===== src/rtl/uart_loader_pkg.sv =====
// rtl/uart_loader_pkg.sv - shared types and constants for the UART program loader
//
// Package uart_pkg:
//   loader_state_t     frame parser states
//   DEFAULT_SYNC_BYTE  frame start marker used when the top is not overridden
//   HDR_LEN            header bytes per frame (SYNC, LEN_HI, LEN_LO)
//   len_exceeds()      true when a frame length does not fit the program memory
package uart_pkg;

  typedef enum logic [2:0] {
    IDLE,
    LEN_HI,
    LEN_LO,
    DATA,
    CHECK
  } loader_state_t;

  localparam logic [7:0] DEFAULT_SYNC_BYTE = 8'hA5;
  localparam int         HDR_LEN           = 3;

  // A length equal to the memory size is legal; one byte more is not.
  function automatic logic len_exceeds(input logic [15:0] len, input int unsigned addr_w);
    return {1'b0, len} > (17'd1 << addr_w);
  endfunction

endpackage


===== src/rtl/uart_loader_if.sv =====
// rtl/uart_loader_if.sv - receive-byte and memory-write bundle of the loader
//
// Signals:
//   rx_done    one-cycle byte-valid pulse from the UART receiver
//   rx_data    received byte, valid with rx_done
//   mem_we     program memory write strobe
//   mem_addr   program memory write address (ADDR_W bits)
//   mem_wdata  program memory write data
// Modports:
//   slave   the loader: consumes rx_*, drives mem_*
//   master  the environment: drives rx_*, observes mem_*
interface uart_loader_if #(
  parameter int ADDR_W = 12
) ();

  logic              rx_done;
  logic [7:0]        rx_data;
  logic              mem_we;
  logic [ADDR_W-1:0] mem_addr;
  logic [7:0]        mem_wdata;

  modport slave (
    input  rx_done, rx_data,
    output mem_we, mem_addr, mem_wdata
  );

  modport master (
    output rx_done, rx_data,
    input  mem_we, mem_addr, mem_wdata
  );

endinterface


===== src/rtl/uart_loader_timeout.sv =====
// rtl/uart_loader_timeout.sv - inter-byte timeout down-counter for the loader
//
// Ports:
//   clk, rst_n  clock and asynchronous active-low reset
//   clear       reload the full budget of CYCLES-1
//   en          count down one step per cycle (saturates at zero)
//   expired     count has reached zero
module loader_timeout #(
  parameter int CYCLES = 20000
) (
  input  logic clk,
  input  logic rst_n,
  input  logic clear,
  input  logic en,
  output logic expired
);

  localparam int             W    = $clog2(CYCLES + 1);
  localparam logic [W-1:0]   LOAD = W'(CYCLES - 1);

  logic [W-1:0] cnt;

  // Counting down from CYCLES-1 reaches zero after the same number of
  // silent cycles as an up-counter reaching CYCLES-1.
  always_ff @(posedge clk or negedge rst_n) begin
    if (!rst_n) begin
      cnt <= '0;
    end else if (clear) begin
      cnt <= LOAD;
    end else if (en && (cnt != '0)) begin
      cnt <= cnt - 1'b1;
    end
  end

  assign expired = (cnt == '0);

endmodule


===== src/rtl/uart_loader.sv =====
// rtl/uart_loader.sv - framed program-image loader fed by the UART receiver
//
// Frame: SYNC_BYTE, LEN_HI, LEN_LO, LEN payload bytes, CHK (8-bit sum of payload).
// Ports:
//   clk, rst_n  clock and asynchronous active-low reset
//   enable      arms the loader; only gates SYNC acceptance in IDLE
//   bus         uart_loader_if.slave: rx_done/rx_data in, mem_we/mem_addr/mem_wdata out
//   cpu_hold    high while a frame is in progress
//   load_done   one-cycle pulse after a frame with a matching checksum
//   error       sticky until the next accepted SYNC or reset
//   tx_start, tx_data  payload echo, present only with UART_LOADER_ECHO_EN defined
module uart_loader
  import uart_pkg::*;
#(
  parameter int         ADDR_W         = 12,
  parameter logic [7:0] SYNC_BYTE      = DEFAULT_SYNC_BYTE,
  parameter int         TIMEOUT_CYCLES = 20000
) (
  input  logic          clk,
  input  logic          rst_n,
  input  logic          enable,
  uart_loader_if.slave  bus,
  output logic          cpu_hold,
  output logic          load_done,
  output logic          error
`ifdef UART_LOADER_ECHO_EN
  ,
  output logic          tx_start,
  output logic [7:0]    tx_data
`endif
);

  loader_state_t     state;
  logic [7:0]        len_hi;
  logic [15:0]       remaining;
  logic [ADDR_W-1:0] wr_ptr;
  logic [7:0]        csum;
  logic [15:0]       len_word;
  logic              expired;

  assign len_word = {len_hi, bus.rx_data};

  // Held loaded while idle, so an accepted SYNC starts a fresh budget,
  // and reloaded by every received byte inside a frame.
  loader_timeout #(
    .CYCLES (TIMEOUT_CYCLES)
  ) u_timeout (
    .clk     (clk),
    .rst_n   (rst_n),
    .clear   (bus.rx_done || (state == IDLE)),
    .en      (1'b1),
    .expired (expired)
  );

  always_ff @(posedge clk or negedge rst_n) begin
    if (!rst_n) begin
      state         <= IDLE;
      len_hi        <= '0;
      remaining     <= '0;
      wr_ptr        <= '0;
      csum          <= '0;
      cpu_hold      <= 1'b0;
      load_done     <= 1'b0;
      error         <= 1'b0;
      bus.mem_we    <= 1'b0;
      bus.mem_addr  <= '0;
      bus.mem_wdata <= '0;
`ifdef UART_LOADER_ECHO_EN
      tx_start      <= 1'b0;
      tx_data       <= '0;
`endif
    end else begin
      bus.mem_we <= 1'b0;
      load_done  <= 1'b0;
`ifdef UART_LOADER_ECHO_EN
      tx_start   <= 1'b0;
`endif
      if (state == IDLE) begin
        if (bus.rx_done && enable && (bus.rx_data == SYNC_BYTE)) begin
          state     <= LEN_HI;
          cpu_hold  <= 1'b1;
          error     <= 1'b0;
          csum      <= '0;
          remaining <= '0;
        end
      end else if (bus.rx_done) begin
        // A byte arriving on the expiry cycle is still taken.
        case (state)
          LEN_HI: begin
            len_hi <= bus.rx_data;
            state  <= LEN_LO;
          end
          LEN_LO: begin
            if (len_word == 16'd0) begin
              state <= CHECK;
            end else if (len_exceeds(len_word, ADDR_W)) begin
              error    <= 1'b1;
              state    <= IDLE;
              cpu_hold <= 1'b0;
            end else begin
              remaining    <= len_word;
              wr_ptr       <= '0;
              bus.mem_addr <= '0;
              state        <= DATA;
            end
          end
          DATA: begin
            bus.mem_we    <= 1'b1;
            bus.mem_wdata <= bus.rx_data;
            bus.mem_addr  <= wr_ptr;
            wr_ptr        <= wr_ptr + 1'b1;
            csum          <= csum + bus.rx_data;
            remaining     <= remaining - 1'b1;
`ifdef UART_LOADER_ECHO_EN
            tx_start      <= 1'b1;
            tx_data       <= bus.rx_data;
`endif
            if (remaining == 16'd1) begin
              state <= CHECK;
            end
          end
          CHECK: begin
            if (bus.rx_data == csum) begin
              load_done <= 1'b1;
            end else begin
              error <= 1'b1;
            end
            state    <= IDLE;
            cpu_hold <= 1'b0;
          end
          default: begin
            state    <= IDLE;
            cpu_hold <= 1'b0;
          end
        endcase
      end else if (expired) begin
        error    <= 1'b1;
        state    <= IDLE;
        cpu_hold <= 1'b0;
      end
    end
  end

endmodule


===== src/flat_wrapper.sv =====
// flat-port wrapper written by rule: the top's interface ports become plain ports
module uart_loader_flat import uart_pkg::*;
#(
  parameter int         ADDR_W         = 12,
  parameter logic [7:0] SYNC_BYTE      = DEFAULT_SYNC_BYTE,
  parameter int         TIMEOUT_CYCLES = 20000
)
  (clk, rst_n, enable, cpu_hold, load_done, error, bus_rx_done, bus_rx_data, bus_mem_we, bus_mem_addr, bus_mem_wdata);
  uart_loader_if #(.ADDR_W(ADDR_W)) bus_i ();
  input  logic clk;
  input  logic rst_n;
  input  logic enable;
  output logic cpu_hold;
  output logic load_done;
  output logic error;
  input wire logic [$bits(bus_i.rx_done)-1:0] bus_rx_done;
  input wire logic [$bits(bus_i.rx_data)-1:0] bus_rx_data;
  output wire logic [$bits(bus_i.mem_we)-1:0] bus_mem_we;
  output wire logic [$bits(bus_i.mem_addr)-1:0] bus_mem_addr;
  output wire logic [$bits(bus_i.mem_wdata)-1:0] bus_mem_wdata;
  assign bus_i.rx_done = bus_rx_done;
  assign bus_i.rx_data = bus_rx_data;
  assign bus_mem_we = bus_i.mem_we;
  assign bus_mem_addr = bus_i.mem_addr;
  assign bus_mem_wdata = bus_i.mem_wdata;
  uart_loader #(.ADDR_W(ADDR_W), .SYNC_BYTE(SYNC_BYTE), .TIMEOUT_CYCLES(TIMEOUT_CYCLES)) u_core (.clk(clk), .rst_n(rst_n), .enable(enable), .bus(bus_i), .cpu_hold(cpu_hold), .load_done(load_done), .error(error));
endmodule

===== config.mk =====
export PLATFORM = sky130hd
export DESIGN_NAME = uart_loader_flat
export DESIGN_NICKNAME = d
export VERILOG_FILES = /design/src/rtl/uart_loader_pkg.sv /design/src/rtl/uart_loader_if.sv /design/src/rtl/uart_loader_timeout.sv /design/src/rtl/uart_loader.sv /design/src/flat_wrapper.sv
export SDC_FILE = /design/constraint.sdc
export NUM_CORES = 1
export LEC_CHECK = 0
export CAP_MARGIN = 20
export CORE_MARGIN = 5
export CORE_UTILIZATION = 25
export DETAILED_ROUTE_END_ITERATION = 10
export SYNTH_ARGS = -nofsm -noshare
export SYNTH_HDL_FRONTEND = slang
export SYNTH_SLANG_ARGS = --single-unit

===== constraint.sdc =====
create_clock -name clk -period 3 [get_ports clk]
set_input_delay 0.45 -clock clk [delete_from_list [all_inputs] [get_ports clk]]
set_output_delay 0.45 -clock clk [all_outputs]
set_load 0.005 [all_outputs]

### Yosys cells after proc, flatten, opt, wreduce, memory -nomap -nowiden

Index checks and enable logic that the tools add are counted.

* bits in registers: 86
* latch bits: 0
* RAM bits: 0
* bits in read-only memories: 0
* input bits: 12
* output and inout port bits: 24
* memories kept: 0

* add/subtract/negate cells: 4
* multiply operators: 0
* div/mod/pow operators: 0
* magnitude comparators: 1
* eq/ne operators: 18
* shift-type cells: 0
* mux-type cells: 46
* bitwise logic cells: 1
* reductions and logical operators: 22

Operator list (number)
* $mux 16: 5
* $pmux 12 s2: 2
* $mux 8: 4
* $pmux 16 s2: 1
* $mux 15: 2
* $mux 12: 2
* $mux 1: 20
* $mux 3: 6
* $eq 16x1->1 const B: 1
* $gt 16x13->1 const B: 1
* $logic_not 16->1: 1
* $sub 16x1->16 const B: 1
* $logic_not 15->1: 1
* $reduce_and 5->1: 3
* $reduce_bool 15->1: 1
* $sub 15x1->15 const B: 1
* $add 12x1->12 const B: 1
* $reduce_and 3->1: 4
* $ne 3x2->1 const B: 3
* $pmux 3 s3: 1
* $add 8x8->8: 1
* $eq 8x8->1: 1
* $eq 8x8->1 const B: 1
* $ne 4x2->1 const B: 2
* other kinds (16): 26

### Longest topological paths before layout

Gate-level depths: netlist (run 1).

* depth in word-level cells: 6
* depth in mapped cells: 9

### Hierarchy

Synthesis (run 1) repeated with hierarchy kept, for this count alone.

* cells, all modules: 490
* area, all modules: 4620.7 um^2

By module, submodules not included
* uart_loader: times used 1, cells each 398, area an instance 3724.8 um^2, seq. area each 1776.7 um^2
* loader_timeout: times used 1, cells each 92, area an instance 895.9 um^2, seq. area each 375.4 um^2

### Worst setup path after synthesis (run 1)

No wires, ideal clock.

* path kind: input -> register
* start: input port bus_rx_data[1]
* end: register u_core.remaining[9]
* arrival: 2.243 ns
* required time: 2.926 ns
* slack: 0.683 ns
* stages: 7
* buffers on the path: 1
* cells stage by stage: or4_4 > or4_4 > a31oi_4 > o21bai_2 > buf_6 > o21ai_1 > o21ai_2

* longest elaborated chain between the ends: 4

Ends and longest elaborated chain
* start, declared: line flat_wrapper.sv:17 `input wire logic [$bits(bus_i.rx_data)-1:0] bus_rx_data;`
* parallel branches: the longest is 3 deep, another holds $gt 16x13->1
* $reduce_and 5->1 (no line) *
* end signal, assigned: line uart_loader.sv:101 `remaining <= len_word;`
* end signal, assigned: line uart_loader.sv:113 `remaining <= remaining - 1'b1;`
* end, declared: line uart_loader.sv:35 `logic [15:0] remaining;`

Mark *: on every way between the ends.
A chain may end at the register's enable or synchronous reset.

### Final worst setup path (run 1)

* start: input port bus_rx_data[1]
* end: register u_core.remaining[7]

The elaborated chain is that of the path after synthesis.

==> results.md, run 1 <==
- WL/cell: between 15 and 20 µm
- Seq/Total Area, Yosys: 48.3%
- R2R Setup Slk: ~0.53 ns
- Cell Area, Synth: approximately 4500 µm²
- Via density per instance: 4.94
- Yosys cell types: 46
- Post-CTS Repair Setup Buffers: 0
- Simple-gate share of the synthesized area: a little over a fifth
- Largest cells by area after synthesis: dfrtp_1, nand2_1, nor2_1
- Clk root buf: clkbuf_16
- Mux share of post-synthesis cell area: under 10%
- CTS tree: done
- Crit-path slowest cell: or4_4
- ANT nets after route: 0
- Syn Nets: between 400 and 500
- Slew HR: 42.0%
- Initial antenna violation count: 0
- Cell-by-cell trace of the critical path: clkdlybuf4s50_1 -> or4_4 -> or4_4 -> a31oi_4 -> nand2b_1 -> buf_4 -> o21ai_2
- Worst EP arrival: about 2.8 ns
- Type of element capturing the critical path: register
- Crit start category: primary input
- Worst EP required: 3.23 ns
- Slew @ Worst Pin: about 0.86 ns
- Post-route DRC: 0
- Worst vdd ir: between 0.4 and 0.5 mV
- Setup tns final: 0 ns
- Placed cell area: about 5200 µm²
- Max cap viols: 0
- Number of flops mapped to enable cells by yosys: 0
- Row cnt: between 40 and 50
- Clock-pin slew on the worst setup and hold paths: about 0.060 ns
- Async set or reset register ratio after synthesis: 100%
- Worst skew pair latency: about 0.34 ns
- Static Leak: 2.27 nW
- CTS sink cnt: 86
- Final Skew: 0.00671 ns
- Layout cell share with drive strength beyond 1: roughly 13%
- CTS Buffer Depth: 2
- Total track usage: about an eighth
- Starting density of the core: 25.6%
- FF+latch count, synth: 86
- Compound-Gate Fraction of Synth Area: 16.2%
- WS Path Type: in2reg
- Depth of the CTS H-tree: 3
- Die Y: between 100 and 150 µm
- Die area: 20600 µm²
- Fin crit period: ~2.6 ns
- Worst setup margin: 0.440 ns
- CTS resizes: 0
- Outcome: complete, no violations
- Max Slew Vio Count: 0
- XOR/XNOR share of the synthesized area: under 10%
- Top-count cell post-synth: dfrtp_1
- Max Fclk: 391 MHz
- Final HPWL DP: between 8000 and 9000 µm
- Worst setup path start: bus_rx_data[1]
- First-pass iteration count of the detailed router: 4
- Vias in the first global route: between 3000 and 4000
- Crit Path Max Fanout: 7
- Synth top area share: 48.3%
- # setup viols final: 0
- Hold violation count in the final report: 0
- Cts hold-fix bufs: 0
- Syn Inst Count: between 400 and 500
- Die width: around 140 µm
- DR vias: around 3700
- R2R Path End: u_core.remaining[7]
- DR iter-0 viols: about 240
- Largest area contributor in the netlist: dfrtp_1
- Post-synth top flop: dfrtp_1
- Layout area overhead: 23.0%
- Nets@finish: approximately 540
- Ys Warns: 0
- Top post-synthesis cells by count: dfrtp_1, nand2_1, nor2_1
- Congestion Overflow GR: 0
- Syn Area/Cell: around 9.7 µm²
- CP Capture Point: u_core.remaining[7]
- Core region area: between 15000 and 20000 µm²
- Reg2Reg Depth: 6
- Crit path top cell by count: or4_4
- Reg2reg start: u_core.len_hi[2]
- CP max stage delay: approximately 0.58 ns
- RSZ-0062 raised after global routing: no
- Ant. Diodes: 0
- Cts bufs inserted: 9
- Final period util: between 80% and 90%
- Dpl ws: ~0.077 ns
- First-pass GRT wire length: 20200 µm
- HP Class: in2async
- Largest net degree at the start of global routing: 53
- Largest family of logic cells by synthesized area: simple AND/OR/NAND/NOR gates
- I/O Pins: 36
- DRT Wirelength: between 10000 and 15000 µm
- Pwr Density: between 800 and 900 nW/µm²
- GPL Wtd Cong: about 0.82
- Final instance area: 5490 µm²
- Fillcell total: ~1800
- IO buf count: 35
- Adder-cell share of the synthesized area: between 3 and 4%
cell families after synthesis:
| group | Yosys count |
|---|---|
| mux | 14 |
| fa+ha+maj | 12 |
| compound gates | 107 |
| simple gates | 193 |
| xor+xnor | 22 |
| flops | 86 |
| buf+inv | 28 |
sequential cells by signal (all words and copies together) (netlist names):
| register | count |
|---|---|
| u_core.len_hi | 8 |
| u_core.error | 1 |
| u_core.bus.mem_wdata | 8 |
| u_core.state | 3 |
| u_core.bus.mem_we | 1 |
| u_core.u_timeout.cnt | 15 |
| u_core.cpu_hold | 1 |
| u_core.load_done | 1 |
| u_core.csum | 8 |
| u_core.wr_ptr | 12 |
| u_core.remaining | 16 |
| u_core.bus.mem_addr | 12 |
routing by layer:
layer  GRT usage (%)  up-vias  part of all wire [%]
met2            19.9       84                    47
met5               0        -                     0
met1            16.1     1815                    46
met3            2.33       23                   4.4
met4            5.15        0                   2.5
li1                -     1755                     -
cell type report:
| cell class | count | area (µm²) | area share (%) |
|---|---|---|---|
| multi-input combinational | 348 | 2180 | 39.7 |
| clock buffer | 10 | 229 | 4.17 |
| timing repair buffer | 58 | 546 | 9.94 |
| inverter | 14 | 52.6 | 0.958 |
| clock inverter | 4 | 50.0 | 0.912 |
| sequential | 86 | 2150 | 39.2 |
| tap | 225 | 282 | 5.13 |
critical path, delay by kind of cell:
| kind | cells | cell delay, ns |
|---|---|---|
| AOI/OAI and AO/OA | 2 | 0.30 |
| and+or+nand+nor | 3 | 1.39 |
| buffers and inverters | 2 | 0.65 |
stage by stage:
step / hold WS (ns) / instances / power, mW / util (%)
3_5_place_dp: 0.467 / 731 / 3.48 / 29.9
2_1_floorplan: 0.154 / 462 / 2.87 / -
4_1_cts: 0.174 / 745 / 4.59 / 31.5
3_3_place_gp: 0.461 / 731 / 3.42 / 29.9
6_report: 0.151 / 745 / 4.55 / 31.5
5_1_grt: 0.225 / 745 / 4.89 / 31.5
cell usage in the layout (no fill, tap or decap), types with 5 or more instances in the layout:
master	synthesis	routed
clkdlybuf4s50_1	0	34
mux2_2	9	9
nand2_1	57	57
a21oi_1	32	32
nor3_1	16	16
mux2i_1	5	5
ha_1	11	11
nor2b_1	5	5
nor4_1	14	14
o21ai_2	15	15
nor3b_1	6	6
xor2_1	5	5
clkbuf_16	0	9
a22o_1	13	13
inv_1	14	14
nand3_1	7	7
o31ai_1	5	5
or4_1	5	5
and3_1	7	7
buf_4	3	22
xnor2_1	17	17
or3_1	9	9
dfrtp_1	86	86
o21ai_0	26	26
nor2_1	52	52
power breakdown:
| group | leakage, nW | switching (mW) | internal, mW |
|---|---|---|---|
| Combinational | 1.06 | 0.941 | 0.742 |
| Sequential | 1.08 | 0.307 | 1.48 |
| Clock | 0.130 | 0.448 | 0.634 |
| Total | 2.27 | 1.70 | 2.85 |
worst min-delay path by stage:
stage | slack (ns) | start | end | cells after the start
6_report | 0.15 | rst_n | u_core.u_timeout.cnt[2] | 1
3_5_place_dp | 0.47 | u_core.bus.mem_wdata[3] | u_core.bus.mem_wdata[3] | 2
4_1_cts | 0.17 | rst_n | u_core.len_hi[4] | 1
5_1_grt | 0.23 | rst_n | u_core.u_timeout.cnt[14] | 1
3_3_place_gp | 0.46 | u_core.bus.mem_wdata[2] | u_core.bus.mem_wdata[2] | 2
2_1_floorplan | 0.15 | rst_n | u_core.bus.mem_addr[0] | 0
Power figures use the tool's default switching activity.
==> run 2, diff against run 1 <==
- CTS_CLUSTER_DIAMETER: not set -> 120
==> results of run 2 <==
Final layout, timing and power as in run 1 (identical DEF).
